File: src/rtl/alu_issue_stage_if.sv
// alu_issue_stage_if: upstream decode bundle and ALU-side operand bundle for the issue stage
interface alu_issue_stage_if #(
    parameter int WIDTH = 32,
    parameter int RD_W  = 5
);
    logic             in_valid;
    logic             in_ready;
    logic [1:0]       in_aluop;
    logic [5:0]       in_funct;
    logic [WIDTH-1:0] in_rs;
    logic [WIDTH-1:0] in_rt;
    logic [WIDTH-1:0] in_imm;
    logic             in_alusrc;
    logic [RD_W-1:0]  in_rd;
    logic             out_valid;
    logic             out_ready;
    logic [WIDTH-1:0] out_a;
    logic [WIDTH-1:0] out_b;
    logic [3:0]       out_op;
    logic [RD_W-1:0]  out_rd;
    logic             out_illegal;
    modport master (
        output in_valid, in_aluop, in_funct, in_rs, in_rt, in_imm, in_alusrc, in_rd, out_ready,
        input  in_ready, out_valid, out_a, out_b, out_op, out_rd, out_illegal
    );
    modport slave (
        input  in_valid, in_aluop, in_funct, in_rs, in_rt, in_imm, in_alusrc, in_rd, out_ready,
        output in_ready, out_valid, out_a, out_b, out_op, out_rd, out_illegal
    );
endinterface

File: src/rtl/alu_issue_stage.sv
// alu_issue_stage: decodes ALUOp/funct, muxes operand B and presents entries to the ALU via a 2-entry skid buffer
module alu_issue_stage #(
    parameter int WIDTH = 32,
    parameter int RD_W  = 5
) (
    input logic               clk,
    input logic               rst_n,
    input logic               flush,
    alu_issue_stage_if.slave  bus
);
    typedef struct packed {
        logic [WIDTH-1:0] a;
        logic [WIDTH-1:0] b;
        logic [3:0]       op;
        logic [RD_W-1:0]  rd;
        logic             ill;
    } entry_t;
    typedef enum logic [1:0] {EMPTY, ONE, FULL} state_t;
    state_t state, state_nx;
    entry_t dec, main_q, skid_q, main_d;
    logic   rdy_q, accept, consume, ld_main, ld_skid;
    assign accept  = bus.in_valid & rdy_q & ~flush;
    assign consume = bus.out_valid & bus.out_ready;
    always_comb begin
        dec.a   = bus.in_rs;
        dec.b   = bus.in_alusrc ? bus.in_imm : bus.in_rt;
        dec.rd  = bus.in_rd;
        dec.op  = 4'b0010;
        dec.ill = 1'b0;
        case (bus.in_aluop)
            2'b00: dec.op = 4'b0010;
            2'b01: dec.op = 4'b0110;
            2'b10: begin
                case (bus.in_funct)
                    6'b100000: dec.op = 4'b0010;
                    6'b100010: dec.op = 4'b0110;
                    6'b100100: dec.op = 4'b0000;
                    6'b100101: dec.op = 4'b0001;
                    6'b101010: dec.op = 4'b0111;
                    6'b100111: dec.op = 4'b1100;
                    default:   dec.ill = 1'b1;
                endcase
            end
            default: dec.ill = 1'b1;
        endcase
    end
    // main is refilled from skid when draining FULL, otherwise from the incoming decode
    always_comb begin
        state_nx = state;
        ld_main  = 1'b0;
        ld_skid  = 1'b0;
        case (state)
            EMPTY: begin
                state_nx = accept ? ONE : EMPTY;
                ld_main  = accept;
            end
            ONE: begin
                state_nx = (accept & ~consume) ? FULL : ((~accept & consume) ? EMPTY : ONE);
                ld_main  = accept & consume;
                ld_skid  = accept & ~consume;
            end
            FULL: begin
                state_nx = consume ? ONE : FULL;
                ld_main  = consume;
            end
            default: state_nx = EMPTY;
        endcase
        if (flush)
            state_nx = EMPTY;
        main_d = (state == FULL) ? skid_q : dec;
    end
    always_ff @(posedge clk) begin
        if (!rst_n) begin
            state  <= EMPTY;
            rdy_q  <= 1'b0;
            main_q <= '0;
            skid_q <= '0;
        end else begin
            state <= state_nx;
            rdy_q <= (state_nx != FULL);
            if (ld_main)
                main_q <= main_d;
            if (ld_skid)
                skid_q <= dec;
        end
    end
    assign bus.in_ready    = rdy_q;
    assign bus.out_valid   = (state != EMPTY);
    assign bus.out_a       = main_q.a;
    assign bus.out_b       = main_q.b;
    assign bus.out_op      = main_q.op;
    assign bus.out_rd      = main_q.rd;
    assign bus.out_illegal = main_q.ill;
endmodule

File: src/flat_wrapper.sv
// flat-port wrapper written by rule: the top's interface ports become plain ports
module alu_issue_stage_flat 
#(
    parameter int WIDTH = 32,
    parameter int RD_W  = 5
)
  (clk, rst_n, flush, bus_in_valid, bus_in_aluop, bus_in_funct, bus_in_rs, bus_in_rt, bus_in_imm, bus_in_alusrc, bus_in_rd, bus_out_ready, bus_in_ready, bus_out_valid, bus_out_a, bus_out_b, bus_out_op, bus_out_rd, bus_out_illegal);
  alu_issue_stage_if #(.WIDTH(WIDTH), .RD_W(RD_W)) bus_i ();
  input logic clk;
  input logic rst_n;
  input logic flush;
  input wire logic [$bits(bus_i.in_valid)-1:0] bus_in_valid;
  input wire logic [$bits(bus_i.in_aluop)-1:0] bus_in_aluop;
  input wire logic [$bits(bus_i.in_funct)-1:0] bus_in_funct;
  input wire logic [$bits(bus_i.in_rs)-1:0] bus_in_rs;
  input wire logic [$bits(bus_i.in_rt)-1:0] bus_in_rt;
  input wire logic [$bits(bus_i.in_imm)-1:0] bus_in_imm;
  input wire logic [$bits(bus_i.in_alusrc)-1:0] bus_in_alusrc;
  input wire logic [$bits(bus_i.in_rd)-1:0] bus_in_rd;
  input wire logic [$bits(bus_i.out_ready)-1:0] bus_out_ready;
  output wire logic [$bits(bus_i.in_ready)-1:0] bus_in_ready;
  output wire logic [$bits(bus_i.out_valid)-1:0] bus_out_valid;
  output wire logic [$bits(bus_i.out_a)-1:0] bus_out_a;
  output wire logic [$bits(bus_i.out_b)-1:0] bus_out_b;
  output wire logic [$bits(bus_i.out_op)-1:0] bus_out_op;
  output wire logic [$bits(bus_i.out_rd)-1:0] bus_out_rd;
  output wire logic [$bits(bus_i.out_illegal)-1:0] bus_out_illegal;
  assign bus_i.in_valid = bus_in_valid;
  assign bus_i.in_aluop = bus_in_aluop;
  assign bus_i.in_funct = bus_in_funct;
  assign bus_i.in_rs = bus_in_rs;
  assign bus_i.in_rt = bus_in_rt;
  assign bus_i.in_imm = bus_in_imm;
  assign bus_i.in_alusrc = bus_in_alusrc;
  assign bus_i.in_rd = bus_in_rd;
  assign bus_i.out_ready = bus_out_ready;
  assign bus_in_ready = bus_i.in_ready;
  assign bus_out_valid = bus_i.out_valid;
  assign bus_out_a = bus_i.out_a;
  assign bus_out_b = bus_i.out_b;
  assign bus_out_op = bus_i.out_op;
  assign bus_out_rd = bus_i.out_rd;
  assign bus_out_illegal = bus_i.out_illegal;
  alu_issue_stage #(.WIDTH(WIDTH), .RD_W(RD_W)) u_core (.clk(clk), .rst_n(rst_n), .flush(flush), .bus(bus_i));
endmodule
File: config.mk
export PLATFORM = sky130hd
export DESIGN_NAME = alu_issue_stage_flat
export DESIGN_NICKNAME = d
export VERILOG_FILES = /design/src/rtl/alu_issue_stage_if.sv /design/src/rtl/alu_issue_stage.sv /design/src/flat_wrapper.sv
export SDC_FILE = /design/constraint.sdc
export NUM_CORES = 1
export LEC_CHECK = 0
export ABC_CLOCK_PERIOD_IN_PS = 4600
export BUFFER_PORTS_ARGS = -buffer_cell sky130_fd_sc_hd__buf_2
export CAP_MARGIN = 20
export CORE_MARGIN = 8
export CORE_UTILIZATION = 45
export DETAILED_ROUTE_END_ITERATION = 6
export GPL_TIMING_DRIVEN = 0
export PLACE_DENSITY = 0.73
export SLEW_MARGIN = 40
export SYNTH_ARGS = -nofsm -noshare
export SYNTH_HDL_FRONTEND = slang
export SYNTH_SLANG_ARGS = --single-unit
export TNS_END_PERCENT = 20
File: constraint.sdc
create_clock -name clk -period 4.6 [get_ports clk]
set_input_delay 0.46 -clock clk [delete_from_list [all_inputs] [get_ports clk]]
set_output_delay 0.46 -clock clk [all_outputs]
set_load 0.05 [all_outputs]
# Yosys cells after proc, flatten, opt, wreduce, memory -nomap -nowiden
# Index checks and enable logic that the tools add are counted.
# word_totals
in_bits	115
out_inout_bits	76
latch_bits	0
ramBits	0
regBits	151
elab_cells	51
mem_count	0
mem_bits_ro	0
# classes
multipliers	0
addsub	0
shift	0
magnitude_cmp	0
div	0
reduce_logical	5
n_eq_ne	11
n_bitwise	9
mux	14
# op_table
op	count
2-to-1 mux 74 bit	1
equality test 6 bit, second input constant	6
2-to-1 mux 32 bit	1
one-hot mux 4 bit (5 select lines)	1
one-hot mux 4 bit (2 select lines)	1
AND 1 bit	6
2-to-1 mux 2 bit	3
one-hot mux 2 bit (3 select lines)	1
OR reduction 6 bit	1
equality test 2 x 1 -> 1 bit, second input constant	2
equality test 2 bit, second input constant	2
zero test 2 bit	2
2-to-1 mux 1 bit	4
NOT 1 bit	3
one-hot mux 1 bit (3 select lines)	1
!= test 2 bit, second input constant	1
one-hot mux 1 bit (2 select lines)	1
nonzero test 2 bit	1
OR reduction 2 bit	1

# Depth between registers and ports, before layout
# logic_depth
ltp_word	9
depth_mapped	11
ltp_nobuf	8

# Least setup slack after synthesis
# OpenSTA, ideal clock, no wires.
# synth_path
kind	register to register
startpoint	register u_core.state[0]
endpoint	register u_core.main_q, in the netlist u_core.bus.out_b[10]
t_required_ns	4.530
t_arrival_ns	2.032
n_path_buf	3
path_stages_with_launch	11
synth_period_minus_slack_ns	2.102
setup_time_ns	0.070
setup_slack_ns	2.498
path_cell_list	dfxtp_1 -> buf_2 -> or2_4 -> and2_1 -> ha_1 -> nand3b_1 -> o221a_2 -> buf_2 -> clkbuf_1 -> nand2_1 -> a21oi_1
# synth_via
elab_chain_len	4
elab_cells_between_ends	8
classes_between	eq/ne (2); mux (2); bitwise (2); reduce/logical (2)
# synth_lines
element	line	rtl
start, declared	alu_issue_stage.sv:19	state_t state, state_nx;
start signal, assigned	alu_issue_stage.sv:79	state <= state_nx;
nonzero test 2 bit (*)	alu_issue_stage.sv:88	assign bus.out_valid = (state != EMPTY);
named net bus_out_valid	flat_wrapper.sv:22	output wire logic [$bits(bus_i.out_valid)-1:0] bus_out_valid;
AND 1 bit (*)	alu_issue_stage.sv:23	assign consume = bus.out_valid & bus.out_ready;
AND 1 bit	alu_issue_stage.sv:59	ld_main = accept & consume;
one-hot mux 1 bit (3 select lines) (*)	alu_issue_stage.sv:52	case (state)
end signal, assigned	alu_issue_stage.sv:82	main_q <= main_d;
end, declared	alu_issue_stage.sv:20	entry_t dec, main_q, skid_q, main_d;
# The timed path passes the listed nets; every way through them passes the cells marked *.
# A chain may end at the register's enable or synchronous reset.

# Worst setup path after layout
# layout_path
startpoint	register u_core.state[0]
endpoint	register u_core.main_q, in the netlist u_core.bus.out_b[16]
# layout_via
elab_chain_len	4
elab_cells_between_ends	8
classes_between	eq/ne (2); mux (2); bitwise (2); reduce/logical (2)
# layout_lines
element	line
nonzero test 2 bit	alu_issue_stage.sv:88
AND 1 bit	alu_issue_stage.sv:23
AND 1 bit	alu_issue_stage.sv:59
one-hot mux 1 bit (3 select lines)	alu_issue_stage.sv:52
# Parallel ways exist; a longest one is shown, timed or not.

==> flow_summary.json <==
{
  "end_kind": "flop",
  "port_buffers": 189,
  "peakVddDrop_uv": 270,
  "htreeDepth": 4,
  "grt_usage_pct": 20.7,
  "die_h_um": 136,
  "ff2ff_setup_slack_ns": 2.21,
  "wire_per_inst_um": 16.2,
  "hold_buffers": 0,
  "total_leakage_power_nw": 3.94,
  "synthSimpleGateAreaFrac_pct": 19.8,
  "grt_pass1_wl_um": 30600,
  "netlist_area_mm2": 0.00651,
  "hold_class": "input port to flop",
  "fin_area_mm2": 0.00827,
  "synth_cell_types": 42,
  "fin_tns_setup_ns": 0,
  "maxCapViolCount": 0,
  "worstPathArrival_ns": 2.74,
  "power_mw": 3.11,
  "worstReg2RegEnd": "u_core.bus.out_b[16]",
  "fin_nets": 1115,
  "synth_area_per_cell_um2": 8.28,
  "muxShareOfSynthArea_pct": 4.92,
  "gr-total-overflow": 0,
  "numCtsBuffers": 17,
  "cts_tree": "built",
  "avgViaCountPerCell": 5.28,
  "finalHoldViolCount": 0,
  "multi_input_area_mm2": 0.00315,
  "grt_use_met1_pct": 25.2,
  "min-delay-start": "bus_in_rs[22]",
  "layout.area.seq_mm2": 0.00302,
  "drive_gt1_share_pct": 25.2,
  "pre_cts_slack_ns": 2.17,
  "antenna_left": 0,
  "synth_fa_ha_area_share_pct": 0.961,
  "clkLatencyLatePin_ns": 0.42,
  "synth_top_area_share_pct": 46.4,
  "crit_start": "u_core.state[0]",
  "met2_usage_pct": 34.0,
  "synthToLayoutAreaGrowth_pct": 27.1,
  "core-area_mm2": 0.0143,
  "drt_iter0_markers": 418,
  "clkSinkCount": 151,
  "finalNonFillerCells": 1192,
  "drv_slew": 0,
  "synth_compound_area_share_pct": 22.7,
  "start_util_pct": 45.5,
  "synthXorXnorAreaFrac_pct": 0,
  "wirelength_um": 19300,
  "synthTopCellsByArea": "dfxtp_1 46%, nand2_1 15%, a21oi_1 5.8%, mux2i_1 4.9%, o211a_1 4.8%",
  "cts.clk_slew.worst_paths_ns": 0.06,
  "setup_viol": 0,
  "path_max_fanout": 10,
  "grt_max_degree": 17,
  "whs_path_depth": 3,
  "relSlewSlack_pct": 59.3,
  "pin_count": 191,
  "yosysWarnings": 0,
  "dp_hpwl_um": 14300,
  "reg2reg_depth": 10,
  "num_vias": 6295,
  "fmax_mhz": 419,
  "rows": 44,
  "place_area_mm2": 0.00769,
  "die_area_mm2": 0.0186,
  "synthCells": 787,
  "yosysTopAreaCell": "dfxtp_1",
  "antenna_found_initial": 0,
  "cp-start-kind": "flop",
  "fill_cells": 1396,
  "cts-root-buf": "clkbuf_16",
  "cp.required_ns": 4.95,
  "synth-seq-cells": 151,
  "post-cts-setup-buffers": 0,
  "reg2reg_from": "u_core.state[0]",
  "whs_endpoint": "u_core.skid_q[64]",
  "grt_pass1_vias": 6200,
  "setup_slack_ns": 2.21,
  "cts_max_path_buffers": 2,
  "dp_cells": 1160,
  "syn_nets": 907,
  "worst_pin_slew_ns": 0.611,
  "crit_type": "flop to flop",
  "rsz0062_at_grt": "false",
  "final.period_utilization_pct": 51.9,
  "gp_congestion": 0.807,
  "die_w_um": 136,
  "n_antenna_cell": 0,
  "finalClockSkew_ns": 0.00714,
  "use_met3_pct": 6.28,
  "min_period_ns": 2.39,
  "cts_resized": 0,
  "drtPass1Iterations": 5,
  "status": "finished, final reports clean",
  "synth_top_family_by_area": "compound AO/OA/AOI/OAI gates",
  "top_usage_layer": "met2",
  "pwr_density_cell_mw_per_mm2": 376,
  "synth_seq_area_share_pct": 46.4,
  "drc": 0
}
power by group:
| part | switching [mW] | internal, mW |
|---|---|---|
| clock network | 0.531 | 0.850 |
| logic | 0.251 | 0.119 |
| registers | 0.0162 | 1.34 |
state kept, by name (all words and copies together), names as in the netlist:
| register | cells |
|---|---|
| u_core.bus.out_illegal | 1 |
| u_core.state | 2 |
| u_core.bus.out_op | 4 |
| u_core.skid_q | 74 |
| u_core.bus.in_ready | 1 |
| u_core.bus.out_rd | 5 |
| u_core.bus.out_a | 32 |
| u_core.bus.out_b | 32 |
worst max-delay path by stage:
stage,endpoint,slack (ns),cells after the start
after detailed placement,u_core.bus.out_b[16],2.17,10
after global placement,u_core.skid_q[71],2.19,10
after CTS,u_core.bus.out_b[16],2.18,10
after global routing,u_core.bus.out_b[11],2.07,10
after floorplan,u_core.bus.out_b[10],2.50,10
final,u_core.bus.out_b[16],2.21,10
metal layers:
layer  vias to the layer above  wire length (um)
met5                         -                 0
met2                       217              9020
met4                         0               324
met1                      2912              8400
met3                        28              1600
li1                       3138                 -
layout make-up:
| type | instances | share of cell area, % |
|---|---|---|
| Buffer | 71 | 3.84 |
| Clock buffer | 23 | 5.90 |
| Clock inverter | 9 | 1.18 |
| Sequential cell | 151 | 36.5 |
| Tap cell | 184 | 2.78 |
| Timing Repair Buffer | 189 | 11.4 |
| Multi-Input combinational cell | 560 | 38.1 |
| Inverter | 5 | 0.227 |
worst max-delay path, stage by stage (launching register included):
cell and delay [ns]:
dfxtp_1 0.29, buf_2 0.17, or2_4 0.28, and2_1 0.17, ha_1 0.19, nand3b_1 0.11
o221a_2 0.17, buf_2 0.23, clkbuf_1 0.44, nand2_1 0.11, a21oi_1 0.14
cell usage in the layout, fill, tap and decap left out, types with 2 or more instances in the layout:
master,instances
nand2_1,253
and2_1,3
a311oi_1,32
a21oi_1,75
a21boi_0,6
mux2i_1,32
dfxtp_1,151
buf_2,208
a311oi_2,5
o211a_1,31
nand3_1,2
bufinv_16,2
nor2_1,43
nor2b_1,2
clkinv_2,6
clkbuf_16,17
clkbuf_1,47
clkbuf_8,4
inv_1,4
nand3b_1,3
and3b_1,3
nor4bb_1,2
o211ai_1,34
buf_4,5
ha_1,5
o21ai_0,8
nand2b_1,5
synth_stat cells:
| cell | number |
|---|---|
| ha_1 | 5 |
| dfxtp_1 | 151 |
| nand2b_1 | 5 |
| nand3_1 | 2 |
| nor4bb_1 | 2 |
| nor2b_1 | 2 |
| and4b_1 | 1 |
| o22ai_1 | 1 |
| buf_4 | 5 |
| buf_2 | 19 |
| nor3_1 | 1 |
| o221a_2 | 1 |
| clkbuf_2 | 1 |
| nor2_1 | 43 |
| o221ai_2 | 1 |
| inv_1 | 4 |
| o31ai_1 | 1 |
| and2_1 | 3 |
| nand2_1 | 253 |
| a21oi_1 | 75 |
| clkbuf_1 | 45 |
| o211ai_1 | 34 |
| o21a_1 | 1 |
| a21boi_0 | 6 |
| o21ai_0 | 8 |
| a211oi_1 | 1 |
| nand3b_1 | 3 |
| a311oi_2 | 5 |
| a41oi_1 | 1 |
| or2_4 | 1 |
| buf_6 | 1 |
| o211a_1 | 31 |
| nor4b_1 | 1 |
| clkinv_1 | 1 |
| mux2i_1 | 32 |
| a2bb2oi_1 | 1 |
| nand4_1 | 1 |
| o21bai_1 | 1 |
| and3b_1 | 3 |
| a311oi_1 | 32 |
| o31a_1 | 1 |
| a31o_2 | 1 |
cells by family (layout without fill, tap and decap cells):
kind of cell	Yosys count	in the layout
flip-flops	151	151
AO/OA/AOI/OAI	202	202
adder cells (fa/ha/maj)	5	5
multiplexers	32	32
buffers and inverters	76	297
AND/OR/NAND/NOR	321	321
through the flow:
| step | utilization [%] | hold WS [ns] |
|---|---|---|
| finish | 57.8 | 0.287 |
| global route | 57.8 | 0.283 |
| CTS | 57.8 | 0.272 |
| detailed placement | 53.7 | 0.442 |
| global placement | 53.7 | 0.437 |
| floorplan | - | 0.430 |
(Power assumes the default switching activity.)
